$ cat config.mk
export PLATFORM = sky130hd
export DESIGN_NAME = hilo_unit_flat
export DESIGN_NICKNAME = d
export VERILOG_FILES = /design/src/rtl/hilo_unit_if.sv /design/src/rtl/hilo_unit.sv /design/src/flat_wrapper.sv
export SDC_FILE = /design/constraint.sdc
export NUM_CORES = 1
export LEC_CHECK = 0
export CORE_AREA = 2 2 130 227
export CTS_CLUSTER_SIZE = 12
export DETAILED_ROUTE_END_ITERATION = 10
export DIE_AREA = 0 0 132 229
export GPL_ROUTABILITY_DRIVEN = 0
export GPL_TIMING_DRIVEN = 0
export PLACE_DENSITY = 0.73
export SLEW_MARGIN = 20
export SYNTH_ARGS = -nofsm -noshare
export SYNTH_HDL_FRONTEND = slang
export SYNTH_SLANG_ARGS = --single-unit
$ cat constraint.sdc
create_clock -name clk -period 3.9 [get_ports clk]
set_input_delay 0.39 -clock clk [delete_from_list [all_inputs] [get_ports clk]]
set_output_delay 0.39 -clock clk [all_outputs]
set_load 0.01 [all_outputs]
$ cat src/rtl/hilo_unit_if.sv
// Bus between the pipeline and the HI/LO unit: multiply write-back, register moves,
// divide start/operands, and the HI/LO/status outputs.
interface hilo_unit_if #(parameter int DATA_W = 32);
    logic              mult_we;
    logic [DATA_W-1:0] alu_lo;
    logic [DATA_W-1:0] alu_hi;
    logic              mthi_we;
    logic              mtlo_we;
    logic [DATA_W-1:0] wdata;
    logic              div_start;
    logic              div_signed;
    logic [DATA_W-1:0] dividend;
    logic [DATA_W-1:0] divisor;
    logic [DATA_W-1:0] hi;
    logic [DATA_W-1:0] lo;
    logic              busy;
    logic              done;
    logic              div_by_zero;

    modport master (
        output mult_we, alu_lo, alu_hi, mthi_we, mtlo_we, wdata,
               div_start, div_signed, dividend, divisor,
        input  hi, lo, busy, done, div_by_zero
    );

    modport slave (
        input  mult_we, alu_lo, alu_hi, mthi_we, mtlo_we, wdata,
               div_start, div_signed, dividend, divisor,
        output hi, lo, busy, done, div_by_zero
    );
endinterface

$ cat src/rtl/hilo_unit.sv
// HI/LO register pair with multiply write-back, MTHI/MTLO moves and a
// 32-step restoring divider (signed or unsigned) that writes quotient/remainder.
module hilo_unit #(
    parameter int DATA_W = 32
) (
    input  logic        clk,
    input  logic        rst_n,
    hilo_unit_if.slave  bus
);
    localparam int CNT_W = $clog2(DATA_W);
    localparam logic [CNT_W-1:0] LAST_STEP = CNT_W'(DATA_W - 1);

    typedef enum logic [1:0] {IDLE, DIV, FIX} state_t;

    state_t            state;
    logic [DATA_W-1:0] hi_q;
    logic [DATA_W-1:0] lo_q;
    logic              busy_q;
    logic              done_q;
    logic              dbz_q;
    logic [DATA_W-1:0] quo;
    logic [DATA_W-1:0] rem;
    logic [DATA_W-1:0] dsr;
    logic              q_neg;
    logic              r_neg;
    logic              zero_div;
    logic [CNT_W-1:0]  count;

    logic [DATA_W-1:0] a_mag;
    logic [DATA_W-1:0] b_mag;
    logic              b_zero;
    logic [DATA_W:0]   r_shift;
    logic [DATA_W:0]   diff;
    logic [DATA_W-1:0] step_rem;
    logic [DATA_W-1:0] step_quo;

    // Operand magnitudes and one restoring step: shift the next dividend bit in,
    // keep the subtraction only if it did not go negative.
    always_comb begin
        a_mag    = (bus.div_signed && bus.dividend[DATA_W-1]) ? -bus.dividend : bus.dividend;
        b_mag    = (bus.div_signed && bus.divisor[DATA_W-1])  ? -bus.divisor  : bus.divisor;
        b_zero   = (bus.divisor == '0);
        r_shift  = {rem, quo[DATA_W-1]};
        diff     = r_shift - {1'b0, dsr};
        step_rem = rem;
        step_quo = quo;
        if (!diff[DATA_W]) begin
            step_rem = diff[DATA_W-1:0];
            step_quo = {quo[DATA_W-2:0], 1'b1};
        end else begin
            step_rem = r_shift[DATA_W-1:0];
            step_quo = {quo[DATA_W-2:0], 1'b0};
        end
    end

    always_ff @(posedge clk or negedge rst_n) begin
        if (!rst_n) begin
            state    <= IDLE;
            hi_q     <= '0;
            lo_q     <= '0;
            busy_q   <= 1'b0;
            done_q   <= 1'b0;
            dbz_q    <= 1'b0;
            quo      <= '0;
            rem      <= '0;
            dsr      <= '0;
            q_neg    <= 1'b0;
            r_neg    <= 1'b0;
            zero_div <= 1'b0;
            count    <= '0;
        end else begin
            done_q <= 1'b0;
            dbz_q  <= 1'b0;
            case (state)
                IDLE: begin
                    if (bus.div_start) begin
                        // A zero divisor preloads the final answer so FIX writes it unchanged.
                        quo      <= b_zero ? '1 : a_mag;
                        rem      <= b_zero ? a_mag : '0;
                        dsr      <= b_mag;
                        q_neg    <= bus.div_signed && !b_zero &&
                                    (bus.dividend[DATA_W-1] ^ bus.divisor[DATA_W-1]);
                        r_neg    <= bus.div_signed && bus.dividend[DATA_W-1];
                        zero_div <= b_zero;
                        count    <= '0;
                        busy_q   <= 1'b1;
                        state    <= b_zero ? FIX : DIV;
                    end else if (bus.mult_we) begin
                        hi_q <= bus.alu_hi;
                        lo_q <= bus.alu_lo;
                    end else begin
                        if (bus.mthi_we) hi_q <= bus.wdata;
                        if (bus.mtlo_we) lo_q <= bus.wdata;
                    end
                end
                DIV: begin
                    rem   <= step_rem;
                    quo   <= step_quo;
                    count <= count + 1'b1;
                    if (count == LAST_STEP) state <= FIX;
                end
                FIX: begin
                    lo_q   <= q_neg ? -quo : quo;
                    hi_q   <= r_neg ? -rem : rem;
                    done_q <= 1'b1;
                    dbz_q  <= zero_div;
                    busy_q <= 1'b0;
                    state  <= IDLE;
                end
                default: state <= IDLE;
            endcase
        end
    end

    assign bus.hi          = hi_q;
    assign bus.lo          = lo_q;
    assign bus.busy        = busy_q;
    assign bus.done        = done_q;
    assign bus.div_by_zero = dbz_q;
endmodule

$ cat src/flat_wrapper.sv
// flat-port wrapper written by rule: the top's interface ports become plain ports
module hilo_unit_flat 
#(
    parameter int DATA_W = 32
)
  (clk, rst_n, bus_mult_we, bus_alu_lo, bus_alu_hi, bus_mthi_we, bus_mtlo_we, bus_wdata, bus_div_start, bus_div_signed, bus_dividend, bus_divisor, bus_hi, bus_lo, bus_busy, bus_done, bus_div_by_zero);
  hilo_unit_if #(.DATA_W(DATA_W)) bus_i ();
  input  logic clk;
  input  logic rst_n;
  input wire logic [$bits(bus_i.mult_we)-1:0] bus_mult_we;
  input wire logic [$bits(bus_i.alu_lo)-1:0] bus_alu_lo;
  input wire logic [$bits(bus_i.alu_hi)-1:0] bus_alu_hi;
  input wire logic [$bits(bus_i.mthi_we)-1:0] bus_mthi_we;
  input wire logic [$bits(bus_i.mtlo_we)-1:0] bus_mtlo_we;
  input wire logic [$bits(bus_i.wdata)-1:0] bus_wdata;
  input wire logic [$bits(bus_i.div_start)-1:0] bus_div_start;
  input wire logic [$bits(bus_i.div_signed)-1:0] bus_div_signed;
  input wire logic [$bits(bus_i.dividend)-1:0] bus_dividend;
  input wire logic [$bits(bus_i.divisor)-1:0] bus_divisor;
  output wire logic [$bits(bus_i.hi)-1:0] bus_hi;
  output wire logic [$bits(bus_i.lo)-1:0] bus_lo;
  output wire logic [$bits(bus_i.busy)-1:0] bus_busy;
  output wire logic [$bits(bus_i.done)-1:0] bus_done;
  output wire logic [$bits(bus_i.div_by_zero)-1:0] bus_div_by_zero;
  assign bus_i.mult_we = bus_mult_we;
  assign bus_i.alu_lo = bus_alu_lo;
  assign bus_i.alu_hi = bus_alu_hi;
  assign bus_i.mthi_we = bus_mthi_we;
  assign bus_i.mtlo_we = bus_mtlo_we;
  assign bus_i.wdata = bus_wdata;
  assign bus_i.div_start = bus_div_start;
  assign bus_i.div_signed = bus_div_signed;
  assign bus_i.dividend = bus_dividend;
  assign bus_i.divisor = bus_divisor;
  assign bus_hi = bus_i.hi;
  assign bus_lo = bus_i.lo;
  assign bus_busy = bus_i.busy;
  assign bus_done = bus_i.done;
  assign bus_div_by_zero = bus_i.div_by_zero;
  hilo_unit #(.DATA_W(DATA_W)) u_core (.clk(clk), .rst_n(rst_n), .bus(bus_i));
endmodule
=== Word-level counts from Yosys, hierarchy flattened ===
Cells that the tools add are included.

* Flip-flop bits (word level): 173
* Bits of input ports: 167
* Logic and storage cells: 73
* Output and inout bits: 67

* Reductions and logical operators: 15
* Equality and inequality tests: 8
* Bitwise logic cells: 1
* Multiplexer cells: 30
* Add/subtract/negate cells: 6

{| class="wikitable"
|+ Operators by type and width
! cell !! number
|-
| $mux W32 || 15
|-
| $pmux W32 S2 || 4
|-
| $neg A32 Y32 || 4
|-
| $sub A33 B32 Y33 || 1
|-
| $logic_not A32 Y1 || 1
|-
| $pmux W5 S2 || 1
|-
| $reduce_and A2 Y1 || 4
|-
| $mux W2 || 3
|-
| $ne A3 B3 Y1 const B || 2
|-
| $reduce_and A3 Y1 || 2
|-
| $add A5 B1 Y5 const B || 1
|-
| $eq A5 B5 Y1 const B || 1
|-
| $mux W5 || 1
|-
| $logic_and A1 B1 Y1 || 4
|-
| $mux W1 || 4
|-
| $ne A2 B2 Y1 const B || 2
|-
| $pmux W2 S2 || 1
|-
| $reduce_bool A2 Y1 || 2
|-
| $eq A2 B1 Y1 const B || 1
|-
| $eq A2 B2 Y1 const B || 1
|-
| $logic_not A2 Y1 || 1
|-
| $ne A2 B1 Y1 const B || 1
|-
| $pmux W1 S2 || 1
|-
| $logic_not A1 Y1 || 1
|-
| $xor A1 B1 Y1 || 1
|}

=== Logic depth before layout (Yosys ltp) ===
Gate-level depths: netlist of run 1.

* Word-level depth: 5
* Depth in mapped cells: 13
* Mapped depth without buffers: 12

=== Worst setup path after synthesis of run 1 ===
OpenSTA, ideal clock, no wires.

* Kind: flip-flop to flip-flop
* Start: reg u_core.quo[31]
* End: reg u_core.rem[18]
* Buffers on the path: 1
* Cell stages (with the launch flop): 13
* Setup time: 0.137 ns
* Arrival: 2.877 ns
* Data required time: 3.763 ns
* Path slack: 0.886 ns
* Period minus slack after synthesis: 3.014 ns
* Path through: dfrtp_1 > inv_1 > ha_1 > fa_1 > nand2b_1 > a21oi_1 > o41a_1 > o31a_1 > a21oi_1 > xnor2_1 > clkbuf_1 > mux2i_1 > a21oi_1

* Word-level cells in the longest chain between the ends: 3

{| class="wikitable"
|+ Ends and longest elaborated chain
! element !! RTL line !! text
|-
| start: declaration || hilo_unit.sv:21 || <nowiki>logic [DATA_W-1:0] quo;</nowiki>
|-
| start signal: assignment || hilo_unit.sv:78 || <nowiki>quo <= b_zero ? '1 : a_mag;</nowiki>
|-
| start signal: assignment || hilo_unit.sv:98 || <nowiki>quo <= step_quo;</nowiki>
|-
| $sub A33 B32 Y33 || hilo_unit.sv:44 || <nowiki>diff = r_shift - {1'b0, dsr};</nowiki>
|-
| $mux W32 || hilo_unit.sv:47 || <nowiki>if (!diff[DATA_W]) begin</nowiki>
|-
| $pmux W32 S2 || hilo_unit.sv:74 || <nowiki>case (state)</nowiki>
|-
| end signal: assignment || hilo_unit.sv:79 || <nowiki>rem <= b_zero ? a_mag : '0;</nowiki>
|-
| end signal: assignment || hilo_unit.sv:97 || <nowiki>rem <= step_rem;</nowiki>
|-
| end: declaration || hilo_unit.sv:22 || <nowiki>logic [DATA_W-1:0] rem;</nowiki>
|}

No other way between the ends.
A chain may end at the register's enable or synchronous reset.

=== Final worst setup path of run 1 ===
* Start: reg u_core.rem[0]
* End: reg u_core.rem[2]

* Word-level cells in the longest chain between the ends: 3

{| class="wikitable"
|+ Ends and longest elaborated chain
! element !! RTL line
|-
| $sub A33 B32 Y33 || hilo_unit.sv:44
|-
| $mux W32 || hilo_unit.sv:47
|-
| $pmux W32 S2 || hilo_unit.sv:74
|}

No other way between the ends.

==> results.json, run 1 <==
{
  "hold_violations": 0,
  "synth_top_family_by_area": "compound AO/OA/AOI/OAI gates",
  "ys_seq_area_frac": 0.3418,
  "insertion_delay_ns": 0.46,
  "layout_setup_ws_ns": 0.1243,
  "wirelength_um": 49140,
  "dieArea_um2": 30230,
  "crit_fanout": 10,
  "dpl.hpwl_um": 39510,
  "cp_common_cell": "a21oi_1",
  "end_kind": "flop",
  "slew_violations": 0,
  "worstSetupPathType": "reg2reg",
  "place_ws_ns": 0.1019,
  "period_needed_ns": 3.776,
  "core_um2": 28420,
  "ioPinCount": 234,
  "grt_pass1_wl_um": 75160,
  "cts_root_buffer": "clkbuf_16",
  "worstMarginPinSlew_ns": 0.9491,
  "max_freq_mhz": 264.9,
  "ant_nets": 0,
  "cts_sinks": 173,
  "first_pass_iters": 5,
  "port_buffers": 233,
  "design_area_um2": 16110,
  "vias_per_cell": 5.895,
  "grt_start_max_net_pins": 91,
  "p_leak_nw": 6.614,
  "synthCells": 1612,
  "setup_viol": 0,
  "cts-htree-levels": 4,
  "antenna_found_initial": 0,
  "drcViolationCount": 0,
  "synth_mux_area_frac": 0.03240,
  "area_growth_pct": 27.23,
  "cp_slowest_cell": "dfrtp_1",
  "skew_ns": 0.008870,
  "path_buf_inv": 2,
  "post-route-period-util": 0.9681,
  "rsz0062_at_grt": "no",
  "synth_edf_count": 0,
  "n_fill_cell": 2671,
  "drive_gt1_frac": 0.03353,
  "slowest_delay_ns": 0.56,
  "syn_avg_cell_area_um2": 7.857,
  "power_density_nw_per_um2": 872.4,
  "tns_ns": 0,
  "synth_nets": 1818,
  "start_kind": "flop",
  "yosys_warnings": 0,
  "cp_top_family": "compound AO/OA/AOI/OAI gates",
  "grt_pass1_vias": 13470,
  "yosysUniqueCellTypes": 69,
  "row_count": 82,
  "max_cap_violations": 0,
  "routed-via-count": 13306,
  "synth_ff_type": "dfrtp_1",
  "drt_iter0_markers": 960,
  "required_ns": 4.26,
  "grt-ovfl-total": 0,
  "initial_core_util": 0.4457,
  "slew_headroom": 0.3651,
  "die_w_um": 132,
  "worstPathArrival_ns": 4.14,
  "num_antenna_cells": 0,
  "clock_path_buffers": 2,
  "grt.total_usage": 0.3236,
  "die_h_um": 229,
  "async_flop_share": 1.000,
  "hold_path_class": "reg2reg",
  "path_cells": "inv_1 > fa_1 > nand2b_1 > a21oi_1 > o41a_1 > o31a_1 > a21oi_1 > xnor2_1 > clkbuf_1 > a31oi_1 > o221ai_1",
  "synth_xor_area_frac": 0.1023,
  "post_dp_cell_area_um2": 15500,
  "num-nets-final": 2072,
  "outcome": "complete, no violations",
  "synth_fa_ha_area_frac": 0.03912,
  "cts_tree": "built",
  "yosys.area_share.simple": 0.2034,
  "wl_per_cell_um": 21.77,
  "synth-compound-area-share": 0.2353,
  "cts_buffers": 17,
  "clk_pin_slew_ns": 0.07,
  "ir_worst_vdd_mv": 0.4242,
  "synth-seq-cells": 173,
  "syn_area_um2": 12670
}
-- final timing paths --
path                                 startpoint                     end  slack [ns]  cells past startpoint
worst max-delay path              u_core.rem[0]           u_core.rem[2]        0.12                     11
worst min-delay path            u_core.bus.busy         u_core.bus.busy        0.48                      2
worst max register to register    u_core.rem[0]           u_core.rem[2]        0.12                     11
worst min register to register  u_core.bus.busy         u_core.bus.busy        0.48                      2
max in group asynchronous                 rst_n       u_core.bus.hi[28]        2.49                      3
min in group asynchronous                 rst_n  u_core.bus.div_by_zero        0.50                      2
-- power breakdown --
part	switching, mW	total [mW]	leakage [nW]	internal (mW)
combinational	4.70	8.50	4.22	3.80
sequential	1.07	3.80	2.10	2.72
clock	0.801	1.77	0.293	0.965
total	6.58	14.1	6.61	7.48
-- what timing repair did --
| action | CTS | global route |
|---|---|---|
| resized for setup | 0 | 2 |
| setup buffers | 0 | 0 |
| setup endpoints to repair | 0 | 1 |
| hold buffers | 1 | 0 |
| endpoints found under the hold margin | 83 | 0 |
-- final cells by class --
type / count / area (um2) / share of cell area
Multi-Input combinational cell: 1288 / 7759 / 0.4815
Clock buffer: 17 / 425.4 / 0.02640
Clock inverter: 15 / 173.9 / 0.01079
Tap cell: 378 / 473.0 / 0.02935
Sequential cell: 173 / 4329 / 0.2687
Timing Repair Buffer: 235 / 2375 / 0.1474
Buffer: 96 / 372.9 / 0.02314
Inverter: 55 / 206.4 / 0.01281
-- layer usage --
metal | GRT usage | wire, um | vias up
met2 | 0.5654 | 24250 | 668
met3 | 0.05733 | 3257 | 201
met1 | 0.3208 | 16510 | 6236
li1 | - | - | 6201
met4 | 0.3016 | 5125 | 0
met5 | 0 | 0 | -
-- cell families (layout without fill, tap and decap cells) --
kind of cell,count (synthesis),count (layout)
AO/OA/AOI/OAI,504,504
XOR/XNOR,148,148
adder cells (fa/ha/maj),39,39
buffers and inverters,151,418
flip-flops,173,173
multiplexers,41,41
AND/OR/NAND/NOR,556,556
-- Yosys cell counts (all sizes together) (14+ instances only) --
| cell | n | area share |
|---|---|---|
| xnor2 | 110 | 0.076 |
| nand3 | 18 | 0.0075 |
| o21ai | 155 | 0.061 |
| nand2 | 257 | 0.077 |
| nor3 | 48 | 0.020 |
| nor2b | 26 | 0.013 |
| o31ai | 29 | 0.019 |
| dfrtp | 173 | 0.34 |
| a21oi | 190 | 0.075 |
| mux2i | 41 | 0.032 |
| inv | 55 | 0.016 |
| clkbuf | 81 | 0.024 |
| nand2b | 25 | 0.014 |
| ha | 38 | 0.038 |
| a31oi | 33 | 0.016 |
| buf | 15 | 0.0053 |
| nor2 | 108 | 0.033 |
| or3 | 15 | 0.0082 |
| xor2 | 38 | 0.026 |
| a211oi | 19 | 0.011 |
| a21o | 14 | 0.0083 |
-- registers in the layout (all words and copies together) (netlist names) --
register and count:
u_core.dsr 32, u_core.quo 32, u_core.count 5, u_core.rem 32, u_core.bus.div_by_zero 1, u_core.q_neg 1
u_core.bus.lo 32, u_core.r_neg 1, u_core.bus.done 1, u_core.bus.hi 32, u_core.zero_div 1, u_core.bus.busy 1
u_core.state 2
-- per-stage QoR --
step / instances / util / power [mW] / hold slack (ns)
4_1_cts: 2257 / 0.5670 / 13.88 / 0.4860
2_1_floorplan: 1612 / - / 9.268 / 0.09441
3_3_place_gp: 2223 / 0.5444 / 11.87 / 0.4605
3_5_place_dp: 2224 / 0.5455 / 12.09 / 0.4295
5_1_grt: 2257 / 0.5670 / 15.00 / 0.5050
6_report: 2257 / 0.5670 / 14.06 / 0.4807
-- worst min-delay path: cells and delay by family (launching register included) --
family,cells,cell delay [ns]
DFF,1,0.35
and+or+nand+nor,2,0.10
-- cells in the final DEF, fill, tap and decap left out, types with 26 or more instances in the layout --
cell type and instances:
o21ai_0 125, ha_1 38, xnor2_1 110, nor3_1 46, nor2b_1 26, o21ai_1 30, xor2_1 38, o31ai_1 26
nand2_1 256, dfrtp_1 173, inv_1 54, mux2i_1 41, a21oi_1 190, nor2_1 107, clkbuf_1 80, clkdlybuf4s50_1 232
a31oi_1 33
Note: power is estimated with default switching activity, not from simulation.
==> run 2: changes to the inputs <==
PLACE_DENSITY = 0.75   (was 0.73)
clock period = 3.3 ns   (was 3.9 ns; I/O delays follow)
==> run 2 against run 1 <==
Non-clock buffer count rose by 4. Total power rose by 20%. Sequential share of layout area fell by 0.15 points. Count of clock-buffer cells in the layout rose by 1. Clock skew rose by 0.0028 ns. Via count rose by 0.34%. Largest power group unchanged. First-iteration DRC count rose by 24%. Die area did not move. Critical path type unchanged. Worst hold slack got worse by 0.048 ns.
==> results.json, run 2 (same netlist as run 1, synthesis figures left out) <==
{
  "drt_iter0_markers": 1186,
  "worstSetupPathType": "reg2reg",
  "drcViolationCount": 0,
  "max_cap_violations": 0,
  "hold_violations": 0,
  "p_leak_nw": 6.654,
  "fin_cells": 2261,
  "grt_pass1_wl_um": 73660,
  "power_density_nw_per_um2": 1041,
  "worstMarginPinSlew_ns": 0.9048,
  "sw_frac_of_total": 0.4645,
  "outcome": "complete, no violations",
  "die_h_um": 229,
  "slew_headroom": 0.3948,
  "p_comb_frac": 0.610,
  "dieArea_um2": 30230,
  "antenna_found_initial": 0,
  "worstPathArrival_ns": 3.60,
  "skew_ns": 0.01164,
  "timing.rr.end": "u_core.rem[5]",
  "die_w_um": 132,
  "final_cell_mix": "nand2_1, clkdlybuf4s50_1, a21oi_1",
  "start_kind": "flop",
  "core_um2": 28420,
  "dpl.hpwl_um": 39250,
  "slew_violations": 0,
  "wirelength_um": 49020,
  "grt-ovfl-total": 0,
  "pwr-share-seq": 0.265,
  "crit_fanout": 10,
  "required_ns": 3.60,
  "cts_tree": "built",
  "grt_start_max_net_pins": 90,
  "p_int_mw": 9.039,
  "n_fill_cell": 2620,
  "dp_cells": 2224,
  "tns_ns": 0,
  "routed-via-count": 13351,
  "post-route-period-util": 0.9995,
  "clk_pin_slew_ns": 0.07,
  "initial_core_util": 0.4457,
  "cts-htree-levels": 4,
  "num_antenna_cells": 0,
  "grt_pass1_vias": 13151,
  "clock_path_buffers": 2,
  "cts_sinks": 173,
  "ant_nets": 0,
  "first_pass_iters": 7,
  "cts_root_buffer": "clkbuf_16",
  "cts_buffers": 17,
  "final_common_cell": "nand2_1",
  "period_needed_ns": 3.298,
  "layout_setup_ws_ns": 0.001712,
  "end_kind": "flop",
  "ioPinCount": 234,
  "row_count": 82,
  "setup_viol": 0,
  "port_buffers": 233,
  "num-nets-final": 2076,
  "wl_per_cell_um": 21.68,
  "final_core_util": 0.5704,
  "p_sw_mw": 7.842,
  "ir_worst_vdd_mv": 0.5266,
  "vias_per_cell": 5.905,
  "hold_path_class": "in2async",
  "place_ws_ns": -0.4001,
  "power_frac_clock": 0.125,
  "drive_gt1_frac": 0.04089,
  "grt.total_usage": 0.3182,
  "area_growth_pct": 27.99,
  "insertion_delay_ns": 0.45,
  "r2r_start": "u_core.quo[31]",
  "r2r_cells": 13,
  "max_freq_mhz": 303.2,
  "r2r_setup_slack_ns": 0.002
}
[run 2: critical path: stages (launching register included)]
cell and delay, ns:
dfrtp_1 0.43, inv_1 0.07, ha_1 0.21, fa_1 0.38, nand2b_1 0.21, a21oi_2 0.20, o41a_1 0.25, o31a_1 0.26
a21oi_1 0.14, xnor2_2 0.29, buf_6 0.22, buf_4 0.13, mux2i_1 0.20, o221ai_1 0.15
[run 2: how the worst max path moves through the flow]
stage                         to  cells past startpoint      startpoint
6_report           u_core.rem[5]                     13  u_core.quo[31]
5_1_grt            u_core.rem[5]                     13  u_core.quo[31]
4_1_cts           u_core.rem[30]                     12  u_core.quo[31]
3_5_place_dp       u_core.rem[2]                     10  bus_divisor[5]
3_3_place_gp   u_core.bus.hi[12]                      1           rst_n
2_1_floorplan     u_core.rem[18]                     12  u_core.quo[31]
[run 2: metrics by stage]
stage | power [mW] | cell area [um2] | hold slack, ns
detailed placement | 14.25 | 15500 | 0.3740
CTS | 16.49 | 16150 | 0.4851
floorplan | 10.95 | 12670 | 0.03441
global route | 17.98 | 16210 | 0.5043
finish | 16.88 | 16210 | 0.4322
global placement | 13.97 | 15470 | 0.4614
[run 2: repair_timing]
action                                 in CTS  in global routing
hold buffers                                1                  0
setup buffers                               1                  3
resized for setup                           8                 14
endpoints found under the hold margin      84                  0
pin swaps                                   2                  2
setup endpoints to repair                  32                 50
[run 2: per-layer routing]
layer,routed length (um),GRT usage,part of all wire,vias to the layer above
met5,0,0,0,-
met4,4817,0.2823,0.098,0
met3,3376,0.06153,0.069,200
met2,24510,0.5607,0.50,692
met1,16320,0.3140,0.33,6260
li1,-,-,-,6199
[run 2: layout make-up]
class	instances	area (um2)	area share
Buffer	96	386.6	0.02385
Clock buffer	18	439.2	0.02709
Sequential cell	173	4330	0.2671
Tap cell	378	473.0	0.02918
Timing Repair Buffer	239	2405	0.1483
Clock inverter	14	171.4	0.01057
Inverter	55	206.4	0.01274
Multi-Input combinational cell	1288	7799	0.4811
[run 2: power groups by stage]
stage                     Sequential, mW  Combinational [mW]  Clock [mW]
after floorplan                     4.22                6.73           0
after CTS                           4.42                9.96        2.12
final                               4.48                10.3        2.12
after detailed placement            4.45                9.79           0
after global routing                4.57                11.2        2.21
after global placement              4.40                9.57           0
==> run 3: changes to the inputs <==
CAP_MARGIN = 0   (was unset)
==> results of run 3 <==
No change in the layout: final DEF, timing and power equal those of run 2.
